==> src/rtl/bus_map_pkg.sv <==
// rtl/bus_map_pkg.sv - shared state enum, default slave map and slave indices for bus_write_router
package bus_map_pkg;

    typedef enum logic {
        IDLE = 1'b0,
        PEND = 1'b1
    } wr_state_e;

    localparam int SLV_MEM   = 0;
    localparam int SLV_UART  = 1;
    localparam int SLV_GAUSS = 2;
    localparam int SLV_LEDS  = 3;
    localparam int SLV_7SEG  = 4;

    // Slave 0 occupies the least-significant 16-bit slice.
    localparam logic [79:0] DEF_SLV_BASE = {16'h2008, 16'h2004, 16'h2030, 16'h2010, 16'h1000};
    localparam logic [79:0] DEF_SLV_MASK = {16'hF00F, 16'hF00F, 16'hF0F0, 16'hF0F0, 16'hF000};

endpackage

==> src/rtl/addr_region_match.sv <==
// rtl/addr_region_match.sv - parallel base/mask region compare with lowest-index priority select
module addr_region_match #(
    parameter int                     N_SLV    = 5,
    parameter int                     DEC_W    = 16,
    parameter logic [N_SLV*DEC_W-1:0] SLV_BASE = '0,
    parameter logic [N_SLV*DEC_W-1:0] SLV_MASK = '0
) (
    input  logic [DEC_W-1:0] addr,
    output logic [N_SLV-1:0] sel_oh,
    output logic             any_hit
);

    logic [N_SLV-1:0] hit;

    // One masked compare per region; a 1 in the mask means the bit takes part.
    always_comb begin
        hit = '0;
        for (int i = 0; i < N_SLV; i++) begin
            hit[i] = ((addr & SLV_MASK[i*DEC_W +: DEC_W]) ==
                      (SLV_BASE[i*DEC_W +: DEC_W] & SLV_MASK[i*DEC_W +: DEC_W]));
        end
    end

    // Isolating the lowest set bit gives the lowest-index-wins priority on overlap.
    assign sel_oh  = hit & (~hit + N_SLV'(1));
    assign any_hit = |hit;

endmodule

==> src/rtl/bus_write_router.sv <==
// rtl/bus_write_router.sv - store decoder with one-entry write buffer, req/ack handshake and sticky error (optional BUS_WR_PERF_CNT_EN counters)
module bus_write_router
    import bus_map_pkg::*;
#(
    parameter int                     N_SLV    = 5,
    parameter int                     DATA_W   = 32,
    parameter int                     DEC_W    = 16,
    parameter logic [N_SLV*DEC_W-1:0] SLV_BASE = DEF_SLV_BASE,
    parameter logic [N_SLV*DEC_W-1:0] SLV_MASK = DEF_SLV_MASK
) (
    input  logic                clk,
    input  logic                rst_n,
    input  logic [31:0]         addr_i,
    input  logic [DATA_W-1:0]   wdata_i,
    input  logic [DATA_W/8-1:0] be_i,
    input  logic                we_i,
    output logic                stall_o,
    output logic [N_SLV-1:0]    req_o,
    input  logic [N_SLV-1:0]    ack_i,
    output logic [DEC_W-1:0]    waddr_o,
    output logic [DATA_W-1:0]   wdata_o,
    output logic [DATA_W/8-1:0] be_o,
    output logic                err_o,
    output logic [31:0]         err_addr_o,
    input  logic                err_clr_i
`ifdef BUS_WR_PERF_CNT_EN
    ,
    output logic [N_SLV*16-1:0] wr_cnt_o
`endif
);

    wr_state_e        state_q, state_d;
    logic [N_SLV-1:0] sel_oh;
    logic             any_hit;
    logic             store_go;
    logic             miss;
    logic             handshake;

    addr_region_match #(
        .N_SLV    (N_SLV),
        .DEC_W    (DEC_W),
        .SLV_BASE (SLV_BASE),
        .SLV_MASK (SLV_MASK)
    ) u_match (
        .addr    (addr_i[DEC_W-1:0]),
        .sel_oh  (sel_oh),
        .any_hit (any_hit)
    );

    // Next state: accept a mapped store from IDLE, leave PEND on the selected slave's ack.
    always_comb begin
        state_d   = state_q;
        store_go  = 1'b0;
        miss      = 1'b0;
        handshake = |(req_o & ack_i);
        case (state_q)
            IDLE: begin
                if (we_i) begin
                    if (any_hit) begin
                        store_go = 1'b1;
                        state_d  = PEND;
                    end else begin
                        miss = 1'b1;
                    end
                end
            end
            PEND: begin
                if (handshake) begin
                    state_d = IDLE;
                end
            end
            default: state_d = IDLE;
        endcase
    end

    assign stall_o = (state_q == PEND);

    // State register.
    always_ff @(posedge clk or negedge rst_n) begin
        if (!rst_n) begin
            state_q <= IDLE;
        end else begin
            state_q <= state_d;
        end
    end

    // Write buffer and request: captured on accept, held through PEND, request dropped on ack.
    always_ff @(posedge clk or negedge rst_n) begin
        if (!rst_n) begin
            req_o   <= '0;
            waddr_o <= '0;
            wdata_o <= '0;
            be_o    <= '0;
        end else if (store_go) begin
            req_o   <= sel_oh;
            waddr_o <= addr_i[DEC_W-1:0];
            wdata_o <= wdata_i;
            be_o    <= be_i;
        end else if (handshake) begin
            req_o   <= '0;
        end
    end

    // Sticky error keeps the first unmapped address; a new miss beats a simultaneous clear.
    always_ff @(posedge clk or negedge rst_n) begin
        if (!rst_n) begin
            err_o      <= 1'b0;
            err_addr_o <= '0;
        end else if (miss && (!err_o || err_clr_i)) begin
            err_o      <= 1'b1;
            err_addr_o <= addr_i;
        end else if (err_clr_i) begin
            err_o      <= 1'b0;
            err_addr_o <= '0;
        end
    end

`ifdef BUS_WR_PERF_CNT_EN
    for (genvar i = 0; i < N_SLV; i++) begin : g_cnt
        logic [15:0] cnt_q;

        // Saturating count of completed handshakes for this slave.
        always_ff @(posedge clk or negedge rst_n) begin
            if (!rst_n) begin
                cnt_q <= '0;
            end else if (err_clr_i) begin
                cnt_q <= '0;
            end else if (req_o[i] && ack_i[i] && (cnt_q != 16'hFFFF)) begin
                cnt_q <= cnt_q + 16'd1;
            end
        end

        assign wr_cnt_o[i*16 +: 16] = cnt_q;
    end
`endif

endmodule

==> config.mk <==
export PLATFORM = sky130hd
export DESIGN_NAME = bus_write_router
export DESIGN_NICKNAME = d
export VERILOG_FILES = /design/src/rtl/bus_map_pkg.sv /design/src/rtl/addr_region_match.sv /design/src/rtl/bus_write_router.sv
export SDC_FILE = /design/constraint.sdc
export NUM_CORES = 1
export LEC_CHECK = 0
export ABC_AREA = 1
export CAP_MARGIN = 20
export CORE_MARGIN = 5
export CORE_UTILIZATION = 30
export DETAILED_ROUTE_END_ITERATION = 8
export HOLD_SLACK_MARGIN = 0.08
export PLACE_DENSITY = 0.67
export SLEW_MARGIN = 30
export SYNTH_ARGS = -nofsm -noshare
export SYNTH_HDL_FRONTEND = slang
export SYNTH_SLANG_ARGS = --single-unit
==> constraint.sdc <==
create_clock -name clk -period 2.8 [get_ports clk]
set_input_delay 0.84 -clock clk [delete_from_list [all_inputs] [get_ports clk]]
set_output_delay 0.84 -clock clk [all_outputs]
set_load 0.02 [all_outputs]
Word-level counts from Yosys, hierarchy flattened
Index checks and enable logic that the tools add are counted.
{"block": "totals", "ff_bits": 91, "latch_bits": 0, "mem_count": 0, "in_bits": 77, "word_cells": 38, "ramBits": 0, "out_inout_bits": 91, "romBits": 0}
{"block": "op_classes", "order_cmp": 0, "add_sub_neg": 1, "shift": 0, "n_bitwise": 4, "div_mod_pow": 0, "n_eq_ne": 5, "mux": 14, "reduce_logical": 7, "multipliers": 0}
{"operator": "$mux W32", "count": 2}
{"operator": "$eq A8 B6 Y1 const B", "count": 4}
{"operator": "$and A5 B5 Y5", "count": 2}
{"operator": "$mux W5", "count": 2}
{"operator": "$reduce_or A5 Y1", "count": 2}
{"operator": "$mux W1", "count": 9}
{"operator": "$add A5 B1 Y5 const B", "count": 1}
{"operator": "$not A5 Y5", "count": 1}
{"operator": "$eq A4 B1 Y1 const B", "count": 1}
{"operator": "$reduce_bool A2 Y1", "count": 2}
{"operator": "$pmux W1 S2", "count": 1}
{"operator": "$logic_and A1 B1 Y1", "count": 1}
{"operator": "$logic_not A1 Y1", "count": 1}
{"operator": "$logic_or A1 B1 Y1", "count": 1}
{"operator": "$not A1 Y1", "count": 1}

Longest topological paths before layout
{"block": "logic_depth", "depth_word": 7, "ltp_mapped": 12, "mapped_depth_nobuf": 11}

Modules after synthesis
A second synthesis with hierarchy kept.
{"block": "unflattened", "hier_cells": 413, "hier_area_um2": 3990.1}
{"mod": "bus_write_router", "cells_per_inst": 385, "seq_area_each_um2": 2277.2, "area_per_inst_um2": 3836.2, "instances": 1}
{"mod": "addr_region_match", "cells_per_inst": 28, "seq_area_each_um2": 0.0, "area_per_inst_um2": 153.9, "instances": 1}

Worst setup path before layout
OpenSTA, ideal clock, no wires.
{"block": "synth_timing", "path_kind": "input-to-reg", "start": "input port addr_i[15]", "end": "register wdata_o[10]", "required_ns": 2.684, "setup_slack_ns": 0.798, "setup_ns": 0.116, "n_path_buf": 2, "arrival_ns": 1.886, "stages": 12, "path_cell_list": "inv_1 nand2_1 inv_2 nand2_1 nor2_1 inv_2 nand2_2 nand2_2 buf_6 buf_2 nand2_1 nand2_1"}
{"block": "synth_between", "elab_chain_cells": 5, "word_cells_on_any_way": 9, "classes_between": "eq/ne: 5; mux: 3; reduce/logical: 1"}
{"item": "from (decl)", "line_no": "bus_write_router.sv:13", "rtl": "input logic [31:0] addr_i,"}
{"item": "$eq A8 B6 Y1 / $eq A4 B1 Y1 (equally long branches)", "line_no": "addr_region_match.sv:19", "rtl": "hit[i] = ((addr & SLV_MASK[i*DEC_W +: DEC_W]) =="}
{"item": "$reduce_or A5 Y1 *", "line_no": "addr_region_match.sv:26", "rtl": "assign any_hit = |hit;"}
{"item": "$mux W1 *", "line_no": "bus_write_router.sv:59", "rtl": "if (any_hit) begin"}
{"item": "$mux W1 *", "line_no": "bus_write_router.sv:58", "rtl": "if (we_i) begin"}
{"item": "$mux W1 *", "line_no": "bus_write_router.sv:56", "rtl": "case (state_q)"}
{"item": "to (signal assigned)", "line_no": "bus_write_router.sv:97", "rtl": "wdata_o <= wdata_i;"}
{"item": "to (decl)", "line_no": "bus_write_router.sv:21", "rtl": "output logic [DATA_W-1:0] wdata_o,"}
Mark *: on every way between the ends. The rest lies on a longest branch, timed or not.
A chain may end at the register's enable or synchronous reset.

Final worst setup path
{"block": "layout_timing", "start": "input port addr_i[15]", "end": "register waddr_o[3]"}
{"block": "layout_between", "elab_chain_cells": 5, "word_cells_on_any_way": 9, "classes_between": "eq/ne: 5; mux: 3; reduce/logical: 1"}
{"item": "$eq A8 B6 Y1 / $eq A4 B1 Y1 (equally long branches)", "line_no": "addr_region_match.sv:19"}
{"item": "$reduce_or A5 Y1 *", "line_no": "addr_region_match.sv:26"}
{"item": "$mux W1 *", "line_no": "bus_write_router.sv:59"}
{"item": "$mux W1 *", "line_no": "bus_write_router.sv:58"}
{"item": "$mux W1 *", "line_no": "bus_write_router.sv:56"}
{"item": "to (signal assigned)", "line_no": "bus_write_router.sv:96", "rtl": "waddr_o <= addr_i[DEC_W-1:0];"}
{"item": "to (decl)", "line_no": "bus_write_router.sv:20", "rtl": "output logic [DEC_W-1:0] waddr_o,"}
Marked as above.

==> run summary <==
Diodes inserted - 0
Vias in the first global route - 3593
Htree depth - 3
Root Buffer - clkbuf_16
Setup Fix Bufs, Post-CTS - 0
Synth Flop Type - dfrtp_1
# fillers - 1183
Worst path top cell family by delay - buffers and inverters
I/O pin count - 168
Switching Fraction - 0.364
FF-to-FF path depth - 4
Top-area cell type share of the netlist area - 0.603
Post-route minimum period - 2.43 ns
Tot GR Track Use - 0.157
Endpoints failing hold - 0
Gr busiest metal - met2
R2r setup slk - 1.35 ns
Hold path endpoint - be_o[2]
Met1 Track Usage GR - 0.194
Max Cap Viol - 0
DR pass1 iterations - 4
RR Endpoint - req_o[1]
Net Sw Power - 2.01 mW
WHS - 0.476 ns
Area contributors post-synth - dfrtp_1 (60%), nand2_1 (19%), nand4_1 (6.0%), nand3_1 (5.4%), buf_2 (1.5%)
Gr ovfl total - 0
Outcome - finished, final reports clean
Synth Instances - 427
CP Launch Type - input pin
Reg clk slew, reported paths - 0.07 ns
FP Rows - 41
Power Density - 926 nW/um^2
IO buf count - 167
DR iter-0 viols - 140
VDD IR-drop max - 368 uV
Post-synthesis sequential area ratio - 0.603
Asr flop ratio synth - 1.00
Total number of vias - 3568
First-pass GRT wire length - 18400 microns
Flop pwr share - 0.369
Hold_sp - be_o[2]
Fin Setup TNS - 0 ns
Post-CTS Resized - 0
Critical Path RT - 3.05 ns
Post-DP HPWL - 8660 microns
Most numerous cell on the critical path - nand2_2
Cell Int Power - 3.52 mW
Largest net degree at the start of global routing - 50
GR Util met3 - 0.0432
Initial core utilization - 0.303
Nets - 671
Num Clock Sinks - 91
Post-synth top cells - nand2_1 (190), dfrtp_1 (91), nand3_1 (41), nand4_1 (36), inv_1 (12)
Max stage delay on crit path - 0.49 ns
CP Capture Type - flip-flop
Hold_buf cts - 0
Number of vias per cell - 4.63
Slowest cell on crit path - clkdlybuf4s50_1
Lkg Pwr - 2.90 nW
CP arrival - 2.68 ns
Tightest Pin Transition - 0.641 ns
Deepest clock path buffer count - 2
Skew final - 0.00484 ns
Clock share of power - 0.202
Setup CP Type - in -> reg
Cell Area, Synth - 3770 sq um
# DRC - 0
Mapped Nets - 504
Buffers & Inverters on Critical Path - 4
Core ar. - 12500 sq um
Gpl congestion - 0.744
Synth Warn # - 0
Gate power share - 0.429
Post-DRT Antenna Nets - 0
CTS tree - built
Hold Crit Depth - 2
Final wirelength - 11700 microns
Crit path cell chain - clkdlybuf4s50_1 > inv_1 > nand2_1 > inv_2 > nand3_1 > nand2_2 > nor2_4 > nand2_2 > nand2_2 > buf_4 > nand2_1 > o21ai_1
EDFF count, synth - 0
Mapped Avg Cell Area - 8.84 sq um
Post-synth cell types - 17
DIE WIDTH - 122 microns
FF+latch count, synth - 91
Unrepaired setup endpoints after global routing - false
Share of cells above drive strength 1 - 0.0751
Period utilization - 0.868
Most frequent cell after synthesis - nand2_1
R2R Path Start - stall_o
Slew HR - 0.573
CP max FO - 38
Die Y - 122 microns
Synth area leader - dfrtp_1
Clock buffer count from CTS - 9
Area grow syn2layout - 58.2%
Setup violators final - 0
Die area - 14900 sq um
GRT met2 Usage - 0.268
Worst skew pair latency - 0.33 ns
Class of the worst hold path - reg -> reg
Initial antenna violation count - 0
WL per Instance - 15.2 microns
Maximum clock frequency - 411 MHz
Slew Limit Fails - 0
==> cells by family after synthesis <==
kind of cell,count (synthesis),synth area share
compound gates,9,0.0129
buf+inv,45,0.0574
flops,91,0.603
simple gates,282,0.326
==> power groups by stage <==
| stage | registers, mW | logic (mW) | clock network (mW) |
|---|---|---|---|
| 2_1_floorplan | 2.60 | 0.530 | 0 |
| 3_3_place_gp | 2.05 | 2.37 | 0 |
| 3_5_place_dp | 2.05 | 2.41 | 0 |
| 4_1_cts | 2.04 | 2.42 | 1.15 |
| 5_1_grt | 2.09 | 2.55 | 1.20 |
| 6_report | 2.04 | 2.37 | 1.12 |
==> per-stage QoR <==
stage                     setup slack, ns  power, mW  cells  cell area [sq um]  utilization
after floorplan                     0.798       3.13    427               3770            -
after global placement              0.105       4.42    755               5700        0.457
after detailed placement           0.0192       4.47    755               5700        0.457
after CTS                           0.366       5.61    771               5970        0.479
after global routing                0.185       5.84    771               5970        0.479
final                               0.369       5.53    771               5970        0.479
==> area by class of cell <==
type | instances | area (sq um) | area share
clock buffer | 12 | 246 | 0.0413
clock inverter | 4 | 26.3 | 0.00440
inverter | 19 | 71.3 | 0.0119
multi-input combinational | 291 | 1290 | 0.216
sequential | 91 | 2280 | 0.381
tap | 172 | 215 | 0.0361
timing repair buffer | 182 | 1840 | 0.309
==> registers in the layout, indices dropped and copies added, names as in the netlist <==
register / cells
err_addr_o: 32
wdata_o: 32
waddr_o: 16
req_o: 5
be_o: 4
err_o: 1
stall_o: 1
==> metal layers <==
| metal | part of all wire | vias to the layer above | wire, microns |
|---|---|---|---|
| met5 | 0 | - | 0 |
| met4 | 0.012 | 0 | 136 |
| met3 | 0.074 | 10 | 871 |
| met2 | 0.48 | 124 | 5660 |
| met1 | 0.43 | 1722 | 5030 |
| li1 | - | 1712 | - |
==> cell usage in the layout, fill, tap and decap left out, drive strengths merged <==
master,Yosys,routed
o21ai,8,8
nand3,41,41
nand4,36,36
clkbuf,6,12
clkinv,0,3
inv,19,19
nand2,194,194
a221oi,1,1
clkdlybuf4s50,0,166
nor3,1,1
buf,20,16
clkinvlp,0,1
dfrtp,91,91
nor2,10,10
==> worst register-to-register path: cells and delay by family, from the launching register on <==
kind | cells | cell delay (ns)
AND/OR/NAND/NOR | 3 | 0.58
buffers and inverters | 1 | 0.42
flip-flops | 1 | 0.40
==> worst max path at each step <==
stage / start / to / slack (ns) / depth (start not counted)
final: addr_i[15] / waddr_o[3] / 0.37 / 12
after global routing: addr_i[14] / waddr_o[5] / 0.19 / 12
after CTS: addr_i[15] / waddr_o[3] / 0.37 / 12
after detailed placement: addr_i[15] / waddr_o[3] / 0.02 / 12
after global placement: addr_i[15] / waddr_o[13] / 0.11 / 12
after floorplan: addr_i[15] / wdata_o[10] / 0.80 / 12
(Power assumes the default switching activity.)
